## config.mk

```make
export PLATFORM = sky130hd
export DESIGN_NAME = seg7_scan_driver
export DESIGN_NICKNAME = d
export VERILOG_FILES = /design/src/rtl/seg7_scan_driver.sv
export SDC_FILE = /design/constraint.sdc
export NUM_CORES = 1
export LEC_CHECK = 0
export CAP_MARGIN = 20
export CORE_UTILIZATION = 55
export DETAILED_ROUTE_END_ITERATION = 7
export HOLD_SLACK_MARGIN = 0.05
export PLACE_DENSITY = 0.81
export REMOVE_ABC_BUFFERS = 1
export SLEW_MARGIN = 0
export SYNTH_ARGS = -nofsm -noshare
export SYNTH_HDL_FRONTEND = slang
export SYNTH_SLANG_ARGS = --single-unit
```

## constraint.sdc

```tcl
create_clock -name clk -period 13.1 [get_ports clk]
set_input_delay 2.62 -clock clk [delete_from_list [all_inputs] [get_ports clk]]
set_output_delay 2.62 -clock clk [all_outputs]
set_load 0.02 [all_outputs]
```

## src/rtl/seg7_scan_driver.sv

```systemverilog
// seg7_scan_driver: time-multiplexed driver for a 4-digit common-anode
// 7-segment module (active-low digits and segments, bit 7 = decimal point).
//
// Ports:
//   clk, reset        system clock, synchronous active-high reset
//   en                1 = display enabled, 0 = all digits off (scan continues)
//   brightness[3:0]   PWM level 0..15, sampled at each slot start
//   digit0..digit3    per-digit patterns, digit0 is rightmost
//   seg_out[11:0]     {dig_n[3:0], seg_n[7:0]}
//   scan_idx[1:0]     digit currently being scanned
//   frame_tick        one-cycle pulse at the end of every 4-slot frame
module seg7_scan_driver #(
    parameter int SCAN_DIV     = 12500,
    parameter int BLANK_CYCLES = 500
) (
    input  logic        clk,
    input  logic        reset,
    input  logic        en,
    input  logic [3:0]  brightness,
    input  logic [7:0]  digit0,
    input  logic [7:0]  digit1,
    input  logic [7:0]  digit2,
    input  logic [7:0]  digit3,
    output logic [11:0] seg_out,
    output logic [1:0]  scan_idx,
    output logic        frame_tick
);

    localparam int CW     = $clog2(SCAN_DIV);
    localparam int CW1    = CW + 1;
    localparam int PW     = CW + 5;
    localparam int ACTIVE = SCAN_DIV - BLANK_CYCLES;

    localparam logic [CW-1:0] CNT_LAST = CW'(SCAN_DIV - 1);
    localparam logic [CW:0]   BLANK_W  = CW1'(BLANK_CYCLES);
    localparam logic [PW-1:0] ACTIVE_W = PW'(ACTIVE);

    logic [CW-1:0] cnt;
    logic [CW-1:0] on_len_q;
    logic [CW-1:0] on_len_d;
    logic [1:0]    idx;
    logic [7:0]    pat_q;
    logic [7:0]    cur_digit;
    logic [3:0]    dig_q;
    logic [7:0]    seg_q;
    logic          cnt_last;
    logic          active;

    assign cnt_last = (cnt == CNT_LAST);

    // Lit window length: ACTIVE*(brightness+1)/16, product kept at full width
    // so large ACTIVE values are not truncated before the shift.
    assign on_len_d =
        CW'((ACTIVE_W * (PW'(brightness) + PW'(1))) >> 4);

    always_comb begin
        cur_digit = 8'hFF;
        unique case (idx)
            2'd0: cur_digit = digit0;
            2'd1: cur_digit = digit1;
            2'd2: cur_digit = digit2;
            2'd3: cur_digit = digit3;
        endcase
    end

    // Digits stay dark during the leading blank window to suppress ghosting.
    always_comb begin
        active = en
              && ({1'b0, cnt} >= BLANK_W)
              && ({1'b0, cnt} < BLANK_W + {1'b0, on_len_q});
    end

    always_ff @(posedge clk) begin
        if (reset) begin
            cnt        <= '0;
            idx        <= 2'd0;
            pat_q      <= 8'hFF;
            on_len_q   <= '0;
            dig_q      <= 4'hF;
            seg_q      <= 8'hFF;
            frame_tick <= 1'b0;
        end else begin
            if (cnt_last) begin
                cnt <= '0;
                idx <= idx + 2'd1;
            end else begin
                cnt <= cnt + CW'(1);
            end

            // Pattern and brightness captured once per slot: no tearing.
            if (cnt == '0) begin
                pat_q    <= cur_digit;
                on_len_q <= on_len_d;
            end

            dig_q      <= active ? ~(4'b0001 << idx) : 4'hF;
            seg_q      <= active ? pat_q : 8'hFF;
            frame_tick <= cnt_last && (idx == 2'd3);
        end
    end

    assign seg_out  = {dig_q, seg_q};
    assign scan_idx = idx;

endmodule

```

==> run_summary.xml, run 1 <==
<?xml version="1.0" encoding="UTF-8"?>
<metrics>
  <group name="routing">
    <metric name="drt_first_iter_violations" unit="">96</metric>
    <metric name="post-route-drc-count" unit="">0</metric>
    <metric name="ant_nets" unit="">0</metric>
    <metric name="detailed_routing_iterations_pass_1" unit="">4</metric>
    <metric name="routed_via_density" unit="">5.60</metric>
    <metric name="route.vias.total" unit="">2848</metric>
    <metric name="drt-wirelength-per-cell" unit="µm">14.5</metric>
    <metric name="routed_wirelength" unit="µm">7370</metric>
  </group>
  <group name="sta">
    <metric name="hold_violations" unit="">0</metric>
    <metric name="final.setup.tns" unit="ps">0</metric>
    <metric name="timing.hold.ws" unit="ps">450</metric>
    <metric name="finalClockSkew" unit="ps">8.63</metric>
    <metric name="rsz_0062_raised_after_global_routing" unit="">false</metric>
    <metric name="relSlewSlack" unit="%">55.3</metric>
    <metric name="setup-violations-final" unit="">0</metric>
    <metric name="max_freq" unit="MHz">144</metric>
    <metric name="time_the_final_worst_path_needs_with_i_o_delays_and_setup" unit="ps">6940</metric>
    <metric name="worst-slew-pin-transition" unit="ps">670</metric>
    <metric name="final.period_utilization" unit="%">53.0</metric>
    <metric name="timing.final.max_slew_violations" unit="">0</metric>
  </group>
  <group name="floorplan">
    <metric name="core_outline_area" unit="µm²">6030</metric>
    <metric name="boundaryPins" unit="">54</metric>
    <metric name="die_area" unit="µm²">6680</metric>
    <metric name="die_height" unit="µm">81.8</metric>
    <metric name="num_rows" unit="">28</metric>
    <metric name="initial_standard_cell_utilization_of_the_core" unit="%">58.1</metric>
    <metric name="die_extent_in_x" unit="µm">81.8</metric>
  </group>
  <group name="pwr">
    <metric name="p_seq_share" unit="%">36.8</metric>
    <metric name="clk_network_pwr_share" unit="%">17.9</metric>
    <metric name="switching_share" unit="%">38.0</metric>
    <metric name="vdd.ir_drop.worst" unit="V">0.0000933</metric>
    <metric name="internal-power" unit="mW">0.314</metric>
    <metric name="p_leak" unit="nW">1.78</metric>
    <metric name="combinationalPowerShare" unit="%">45.3</metric>
    <metric name="p_per_area" unit="nW/µm²">122</metric>
    <metric name="total_switching_power" unit="mW">0.193</metric>
  </group>
  <group name="grt">
    <metric name="grt_overflow" unit="">0</metric>
    <metric name="wire_length_of_the_first_global_routing_pass" unit="µm">11700</metric>
    <metric name="grt_start_max_net_pins" unit="">33</metric>
    <metric name="grt_use_total" unit="%">23.0</metric>
    <metric name="grt_antenna_before_repair" unit="">0</metric>
    <metric name="grt_pass1_vias" unit="">2552</metric>
  </group>
  <group name="logic_synthesis">
    <metric name="muxShareOfSynthArea" unit="%">0.286</metric>
    <metric name="synth-seq-area-share" unit="%">28.6</metric>
    <metric name="yosys.area.top_type" unit="">dfxtp_1</metric>
    <metric name="synth_cells" unit="">385</metric>
    <metric name="post_synth_and_or_nand_nor_area_fraction" unit="%">17.5</metric>
    <metric name="yosys_warnings" unit="">0</metric>
    <metric name="synth-compound-area-share" unit="%">18.5</metric>
    <metric name="synth_top_cells_by_area" unit="">dfxtp_1 (29%), ha_1 (16%), fa_1 (5.2%)</metric>
    <metric name="synth_top_family_by_area" unit="">adder cells</metric>
    <metric name="synth_enable_flop_cells" unit="">0</metric>
    <metric name="synth.avg_cell_area" unit="µm²">9.09</metric>
    <metric name="async_flop_share" unit="%">0</metric>
    <metric name="netlist.area_leader.share" unit="%">28.6</metric>
    <metric name="syn-cell-area" unit="µm²">3500</metric>
    <metric name="synth-seq-cells" unit="">50</metric>
    <metric name="synth_adder_area_share" unit="%">21.6</metric>
    <metric name="synth-main-ff-cell" unit="">dfxtp_1</metric>
    <metric name="post_synth_num_cell_types" unit="">51</metric>
    <metric name="yosys.area_share.xor_xnor" unit="%">8.01</metric>
  </group>
  <group name="clocking">
    <metric name="clock-root-buffer" unit="">clkbuf_8</metric>
    <metric name="cts.htree.levels" unit="">2</metric>
    <metric name="cts_made_buffers" unit="">5</metric>
    <metric name="clk_transition_reported_paths" unit="ps">90</metric>
    <metric name="postCtsSetupBuffers" unit="">0</metric>
    <metric name="max-clock-path-buffers" unit="">2</metric>
    <metric name="postCtsResizedCells" unit="">0</metric>
    <metric name="post_cts_hold_buffer_count" unit="">0</metric>
    <metric name="tritoncts" unit="">built</metric>
    <metric name="clock_sink_count" unit="">50</metric>
    <metric name="worstSkewPairLatency" unit="ps">310</metric>
  </group>
  <group name="job">
    <metric name="drv_cap" unit="">0</metric>
  </group>
  <group name="layout">
    <metric name="most_common_cell_after_layout_fill_and_taps_aside" unit="">clkdlybuf4s50_1</metric>
    <metric name="seq_cell_area" unit="µm²">1000</metric>
    <metric name="final.fill_count" unit="">498</metric>
    <metric name="antenna_cells_inserted" unit="">0</metric>
    <metric name="areaGrowthSynthToFinish" unit="%">19.0</metric>
    <metric name="design.final.nets" unit="">527</metric>
    <metric name="final_cell_mix" unit="">clkdlybuf4s50_1 (53), dfxtp_1 (50), ha_1 (46)</metric>
    <metric name="post_route_cells_drive_above_1_share" unit="%">5.53</metric>
    <metric name="multi_input_area" unit="µm²">2310</metric>
  </group>
  <group name="run_status">
    <metric name="result_of_the_run" unit="">complete, no violations</metric>
  </group>
  <group name="critical_path">
    <metric name="setup_cp_type" unit="">in2reg</metric>
    <metric name="critical-path-slowest-cell" unit="">clkdlybuf4s50_1</metric>
    <metric name="cp_common_cell" unit="">inv_1</metric>
    <metric name="timing.critical_path.to_type" unit="">register</metric>
    <metric name="critPathRequiredTime" unit="ps">13340</metric>
    <metric name="critical_path_peak_fanout" unit="">9</metric>
    <metric name="cells_along_the_critical_path" unit="">clkdlybuf4s50_1, ha_1, xor2_1, inv_1, fa_1, inv_1, ha_1, inv_1, fa_1, inv_1, ha_1, o21ai_0, o21ai_0, a31o_2, a211o_1, o21ai_0</metric>
    <metric name="arrival" unit="ps">7180</metric>
    <metric name="slowest_delay" unit="ps">750</metric>
    <metric name="critPathLaunchType" unit="">primary input</metric>
  </group>
  <group name="place">
    <metric name="detailed_place_hpwl" unit="µm">5950</metric>
    <metric name="portBuffers" unit="">53</metric>
    <metric name="gp_congestion" unit="">0.804</metric>
  </group>
  <group name="min_path">
    <metric name="timing.hold.worst.class" unit="">reg2reg</metric>
  </group>
</metrics>
final timing paths:
check	depth (start not counted)	endpoint	slack, ps	startpoint
worst max-delay path	16	on_len_q[12]	6160	brightness[0]
worst min register to register	1	seg_q[1]	450	pat_q[1]
worst min-delay path	1	seg_q[1]	450	pat_q[1]
worst max register to register	10	seg_q[7]	9780	on_len_q[4]
flip-flops by register name (all words and copies together), names as in the netlist:
name / count
cnt: 14
on_len_q: 13
pat_q: 8
seg_q: 8
dig_q: 4
scan_idx: 2
frame_tick: 1
layout make-up:
type / count / share of cell area, %
Multi-Input combinational cell: 287 / 55.4
Sequential cell: 50 / 24.0
Timing Repair Buffer: 55 / 13.1
Inverter: 34 / 3.06
Tap cell: 75 / 2.25
Clock buffer: 5 / 1.65
Clock inverter: 3 / 0.511
critical path: cells and delay by family:
kind	cells	cell delay, ps
AOI/OAI and AO/OA	5	1230
xor gates and xnor gates	1	390
adders and majority gates	5	1920
buffers and inverters	5	1030
cell families (layout without fill, tap and decap cells):
group / Yosys count / in the layout
AO/OA/AOI/OAI: 79 / 79
flip-flops: 50 / 50
XOR/XNOR: 32 / 32
AND/OR/NAND/NOR: 120 / 120
adder cells (fa/ha/maj): 55 / 55
multiplexers: 1 / 1
buffers and inverters: 48 / 97
routing by layer:
| layer | track usage [%] | share of wire (%) | vias up |
|---|---|---|---|
| li1 | - | - | 1460 |
| met1 | 27.7 | 44 | 1335 |
| met2 | 40.6 | 52 | 44 |
| met3 | 5.56 | 3.1 | 9 |
| met4 | 5.61 | 1.1 | 0 |
| met5 | 0 | 0 | - |
Yosys cell counts, types with 2 or more instances:
library cell  count
nand2_1          28
a211oi_1          7
nor3b_1           3
clkbuf_1         10
dfxtp_1          50
xor2_1           17
a211o_1           9
a2111oi_0         3
o21bai_1          4
nand3b_1          2
nor2b_1           2
a21oi_1          12
o211ai_1          2
a222oi_1          8
o211a_1           8
nor3_1           10
nand3_1           6
or2_2             4
o21a_1            2
or2_1            10
nand4_1           6
and3_1            2
fa_1              9
nor2_1           36
buf_2             3
o21ai_0          10
and4_1            3
a21o_1            4
xnor2_1          15
inv_1            34
ha_1             46
power groups by stage:
stage               clock network [mW]  registers (mW)  logic (mW)
finish                          0.0908           0.186       0.229
global route                    0.0976           0.189       0.260
CTS                             0.0925           0.186       0.231
detailed placement                   0           0.190       0.230
global placement                     0           0.189       0.221
floorplan                            0           0.185       0.175
through the flow:
stage	util, %	power [mW]	cells	cell area (µm²)	setup slack (ps)
global placement	67.6	0.410	501	4070	6000
CTS	69.1	0.510	509	4160	6120
floorplan	-	0.360	371	3430	6980
detailed placement	67.6	0.420	501	4070	5780
global route	69.1	0.546	509	4160	5810
finish	69.1	0.506	509	4160	6160
No activity file was read; power rests on OpenSTA's default activity.
==> run 2: changes to the inputs <==
--- a/config.mk
+++ b/config.mk
@@ -6,10 +6,10 @@
 export NUM_CORES = 1
 export LEC_CHECK = 0
 export CAP_MARGIN = 20
-export CORE_UTILIZATION = 55
+export CORE_UTILIZATION = 49
 export DETAILED_ROUTE_END_ITERATION = 7
 export HOLD_SLACK_MARGIN = 0.05
-export PLACE_DENSITY = 0.81
+export PLACE_DENSITY = 0.77
 export REMOVE_ABC_BUFFERS = 1
 export SLEW_MARGIN = 0
 export SYNTH_ARGS = -nofsm -noshare
==> constraint.sdc (replaced) <==
create_clock -name clk -period 5.8 [get_ports clk]
set_input_delay 1.16 -clock clk [delete_from_list [all_inputs] [get_ports clk]]
set_output_delay 1.16 -clock clk [all_outputs]
set_load 0.02 [all_outputs]
==> run 2 against run 1 <==
Critical path depth did not move. Highest routed layer unchanged. Power rose by 130%. Combinational power rose by 130%. Critical path type unchanged. Clock power rose by 140%. Non-clock buffer count rose by 1. Sequential power rose by 130%. Setup slack got worse by 5600 ps. Largest cell class unchanged.
==> run_summary.xml, run 2 (synthesized netlist as in run 1, its figures left out) <==
<?xml version="1.0" encoding="UTF-8"?>
<metrics>
  <group name="run_status">
    <metric name="result_of_the_run" unit="">complete, no violations</metric>
  </group>
  <group name="clocking">
    <metric name="clock_sink_count" unit="">50</metric>
    <metric name="max-clock-path-buffers" unit="">2</metric>
    <metric name="postCtsResizedCells" unit="">0</metric>
    <metric name="tritoncts" unit="">built</metric>
    <metric name="clock-root-buffer" unit="">clkbuf_8</metric>
    <metric name="cts.htree.levels" unit="">2</metric>
    <metric name="postCtsSetupBuffers" unit="">0</metric>
    <metric name="cts_made_buffers" unit="">5</metric>
    <metric name="worstSkewPairLatency" unit="ps">310</metric>
    <metric name="clk_transition_reported_paths" unit="ps">90</metric>
    <metric name="post_cts_hold_buffer_count" unit="">0</metric>
  </group>
  <group name="critical_path">
    <metric name="critical_path_peak_fanout" unit="">6</metric>
    <metric name="setup_cp_type" unit="">in2reg</metric>
    <metric name="arrival" unit="ps">5500</metric>
    <metric name="critPathRequiredTime" unit="ps">6040</metric>
    <metric name="critPathLaunchType" unit="">primary input</metric>
    <metric name="timing.critical_path.to_type" unit="">register</metric>
  </group>
  <group name="layout">
    <metric name="final-instance-count-excl-fill" unit="">531</metric>
    <metric name="reg.largest.list" unit="">cnt (14), on_len_q (13)</metric>
    <metric name="design_area" unit="µm²">4210</metric>
    <metric name="post_route_cells_drive_above_1_share" unit="%">5.75</metric>
    <metric name="fin_util" unit="%">61.6</metric>
    <metric name="design.final.nets" unit="">528</metric>
    <metric name="most_common_cell_after_layout_fill_and_taps_aside" unit="">clkdlybuf4s50_1</metric>
    <metric name="final_cell_mix" unit="">clkdlybuf4s50_1 (53), dfxtp_1 (50), ha_1 (46)</metric>
    <metric name="largest_register_ff_count" unit="">14</metric>
    <metric name="areaGrowthSynthToFinish" unit="%">20.2</metric>
    <metric name="antenna_cells_inserted" unit="">0</metric>
    <metric name="registers.top_by_ff_count" unit="">cnt</metric>
  </group>
  <group name="floorplan">
    <metric name="num_rows" unit="">30</metric>
    <metric name="boundaryPins" unit="">54</metric>
    <metric name="initial_standard_cell_utilization_of_the_core" unit="%">51.2</metric>
    <metric name="core_outline_area" unit="µm²">6830</metric>
    <metric name="die_area" unit="µm²">7480</metric>
    <metric name="die_extent_in_x" unit="µm">86.5</metric>
    <metric name="die_height" unit="µm">86.5</metric>
  </group>
  <group name="routing">
    <metric name="ant_nets" unit="">0</metric>
    <metric name="route.vias.total" unit="">2912</metric>
    <metric name="drt_first_iter_violations" unit="">129</metric>
    <metric name="routed_via_density" unit="">5.48</metric>
    <metric name="routed_wirelength" unit="µm">7740</metric>
    <metric name="detailed_routing_iterations_pass_1" unit="">6</metric>
    <metric name="post-route-drc-count" unit="">0</metric>
    <metric name="drt-wirelength-per-cell" unit="µm">14.6</metric>
  </group>
  <group name="pwr">
    <metric name="power" unit="mW">1.17</metric>
    <metric name="clk_network_pwr_share" unit="%">18.5</metric>
    <metric name="switching_share" unit="%">38.8</metric>
    <metric name="p_seq_share" unit="%">36.5</metric>
    <metric name="vdd.ir_drop.worst" unit="V">0.000209</metric>
    <metric name="internal-power" unit="mW">0.715</metric>
    <metric name="p_per_area" unit="nW/µm²">278</metric>
    <metric name="total_switching_power" unit="mW">0.453</metric>
    <metric name="combinationalPowerShare" unit="%">45.1</metric>
    <metric name="p_leak" unit="nW">1.79</metric>
  </group>
  <group name="sta">
    <metric name="finalClockSkew" unit="ps">13.5</metric>
    <metric name="hold_violations" unit="">0</metric>
    <metric name="time_the_final_worst_path_needs_with_i_o_delays_and_setup" unit="ps">5260</metric>
    <metric name="setup_slack" unit="ps">541</metric>
    <metric name="worst-slew-pin-transition" unit="ps">704</metric>
    <metric name="relSlewSlack" unit="%">53.1</metric>
    <metric name="timing.hold.ws" unit="ps">443</metric>
    <metric name="final.setup.tns" unit="ps">0</metric>
    <metric name="max_freq" unit="MHz">190</metric>
    <metric name="final.period_utilization" unit="%">90.7</metric>
    <metric name="setup-violations-final" unit="">0</metric>
    <metric name="timing.final.max_slew_violations" unit="">0</metric>
    <metric name="rsz_0062_raised_after_global_routing" unit="">false</metric>
  </group>
  <group name="place">
    <metric name="gp_congestion" unit="">0.851</metric>
    <metric name="placed_area" unit="µm²">4110</metric>
    <metric name="portBuffers" unit="">53</metric>
    <metric name="detailed_place_hpwl" unit="µm">6270</metric>
    <metric name="place_worst_setup_slack" unit="ps">213</metric>
    <metric name="placedCellCount" unit="">523</metric>
  </group>
  <group name="grt">
    <metric name="wire_length_of_the_first_global_routing_pass" unit="µm">13200</metric>
    <metric name="grt_start_max_net_pins" unit="">25</metric>
    <metric name="grt_pass1_vias" unit="">2849</metric>
    <metric name="grt_overflow" unit="">0</metric>
    <metric name="grt_antenna_before_repair" unit="">0</metric>
    <metric name="grt_use_total" unit="%">22.4</metric>
  </group>
  <group name="job">
    <metric name="drv_cap" unit="">0</metric>
  </group>
  <group name="min_path">
    <metric name="timing.hold.worst.class" unit="">reg2reg</metric>
  </group>
</metrics>
-- run 2: cell count changes in the layout (fill, tap and decap cells not counted) --
cell        delta
buf_4          +1
clkinv_2       -1
clkinv_4       +1
clkinvlp_4     -1
inv_8          +1
-- run 2: routing by layer --
metal / wire length (µm) / up-vias / share of wire (%) / GRT usage [%]
met5: 0 / - / 0 / 0
met4: 164 / 0 / 2.1 / 7.12
met2: 3820 / 51 / 49 / 38.9
met3: 243 / 15 / 3.1 / 4.76
met1: 3520 / 1384 / 45 / 27.8
li1: - / 1462 / - / -
-- run 2: final cells by class --
type	count	area, µm²
Fill cell	595	2630
Multi-Input combinational cell	287	2310
Sequential cell	50	1000
Timing Repair Buffer	56	553
Inverter	34	128
Tap cell	96	120
Clock buffer	5	68.8
Clock inverter	3	28.8
-- run 2: path summary, 6_finish.rpt --
| check | start | to | slack (ps) | cells after the start |
|---|---|---|---|---|
| max reg2reg | on_len_q[4] | seg_q[7] | 2410 | 10 |
| max | brightness[0] | on_len_q[12] | 540 | 16 |
| min reg2reg | pat_q[6] | seg_q[6] | 440 | 1 |
| min | pat_q[6] | seg_q[6] | 440 | 1 |
-- run 2: power groups by stage --
stage | Combinational (mW) | Clock, mW | Sequential [mW]
after floorplan | 0.394 | 0 | 0.418
after global placement | 0.500 | 0 | 0.432
after detailed placement | 0.521 | 0 | 0.433
after CTS | 0.527 | 0.221 | 0.425
after global routing | 0.599 | 0.237 | 0.431
final | 0.527 | 0.216 | 0.426
-- run 2: critical path: stages --
cell	delay [ps]
clkdlybuf4s50_1	600
ha_1	220
xor2_1	400
inv_1	120
fa_1	520
inv_1	40
ha_1	310
inv_1	70
fa_1	490
inv_1	40
ha_1	320
o21ai_0	370
o21ai_0	150
a31o_2	270
a211o_1	280
o21ai_0	120
==> run 3: changes to the inputs <==
--- a/config.mk
+++ b/config.mk
@@ -7,6 +7,7 @@
 export LEC_CHECK = 0
 export CAP_MARGIN = 20
 export CORE_UTILIZATION = 49
+export CTS_CLUSTER_DIAMETER = 50
 export DETAILED_ROUTE_END_ITERATION = 7
 export HOLD_SLACK_MARGIN = 0.05
 export PLACE_DENSITY = 0.77
==> results of run 3 <==
No change in the layout: final DEF, timing and power equal those of run 2.
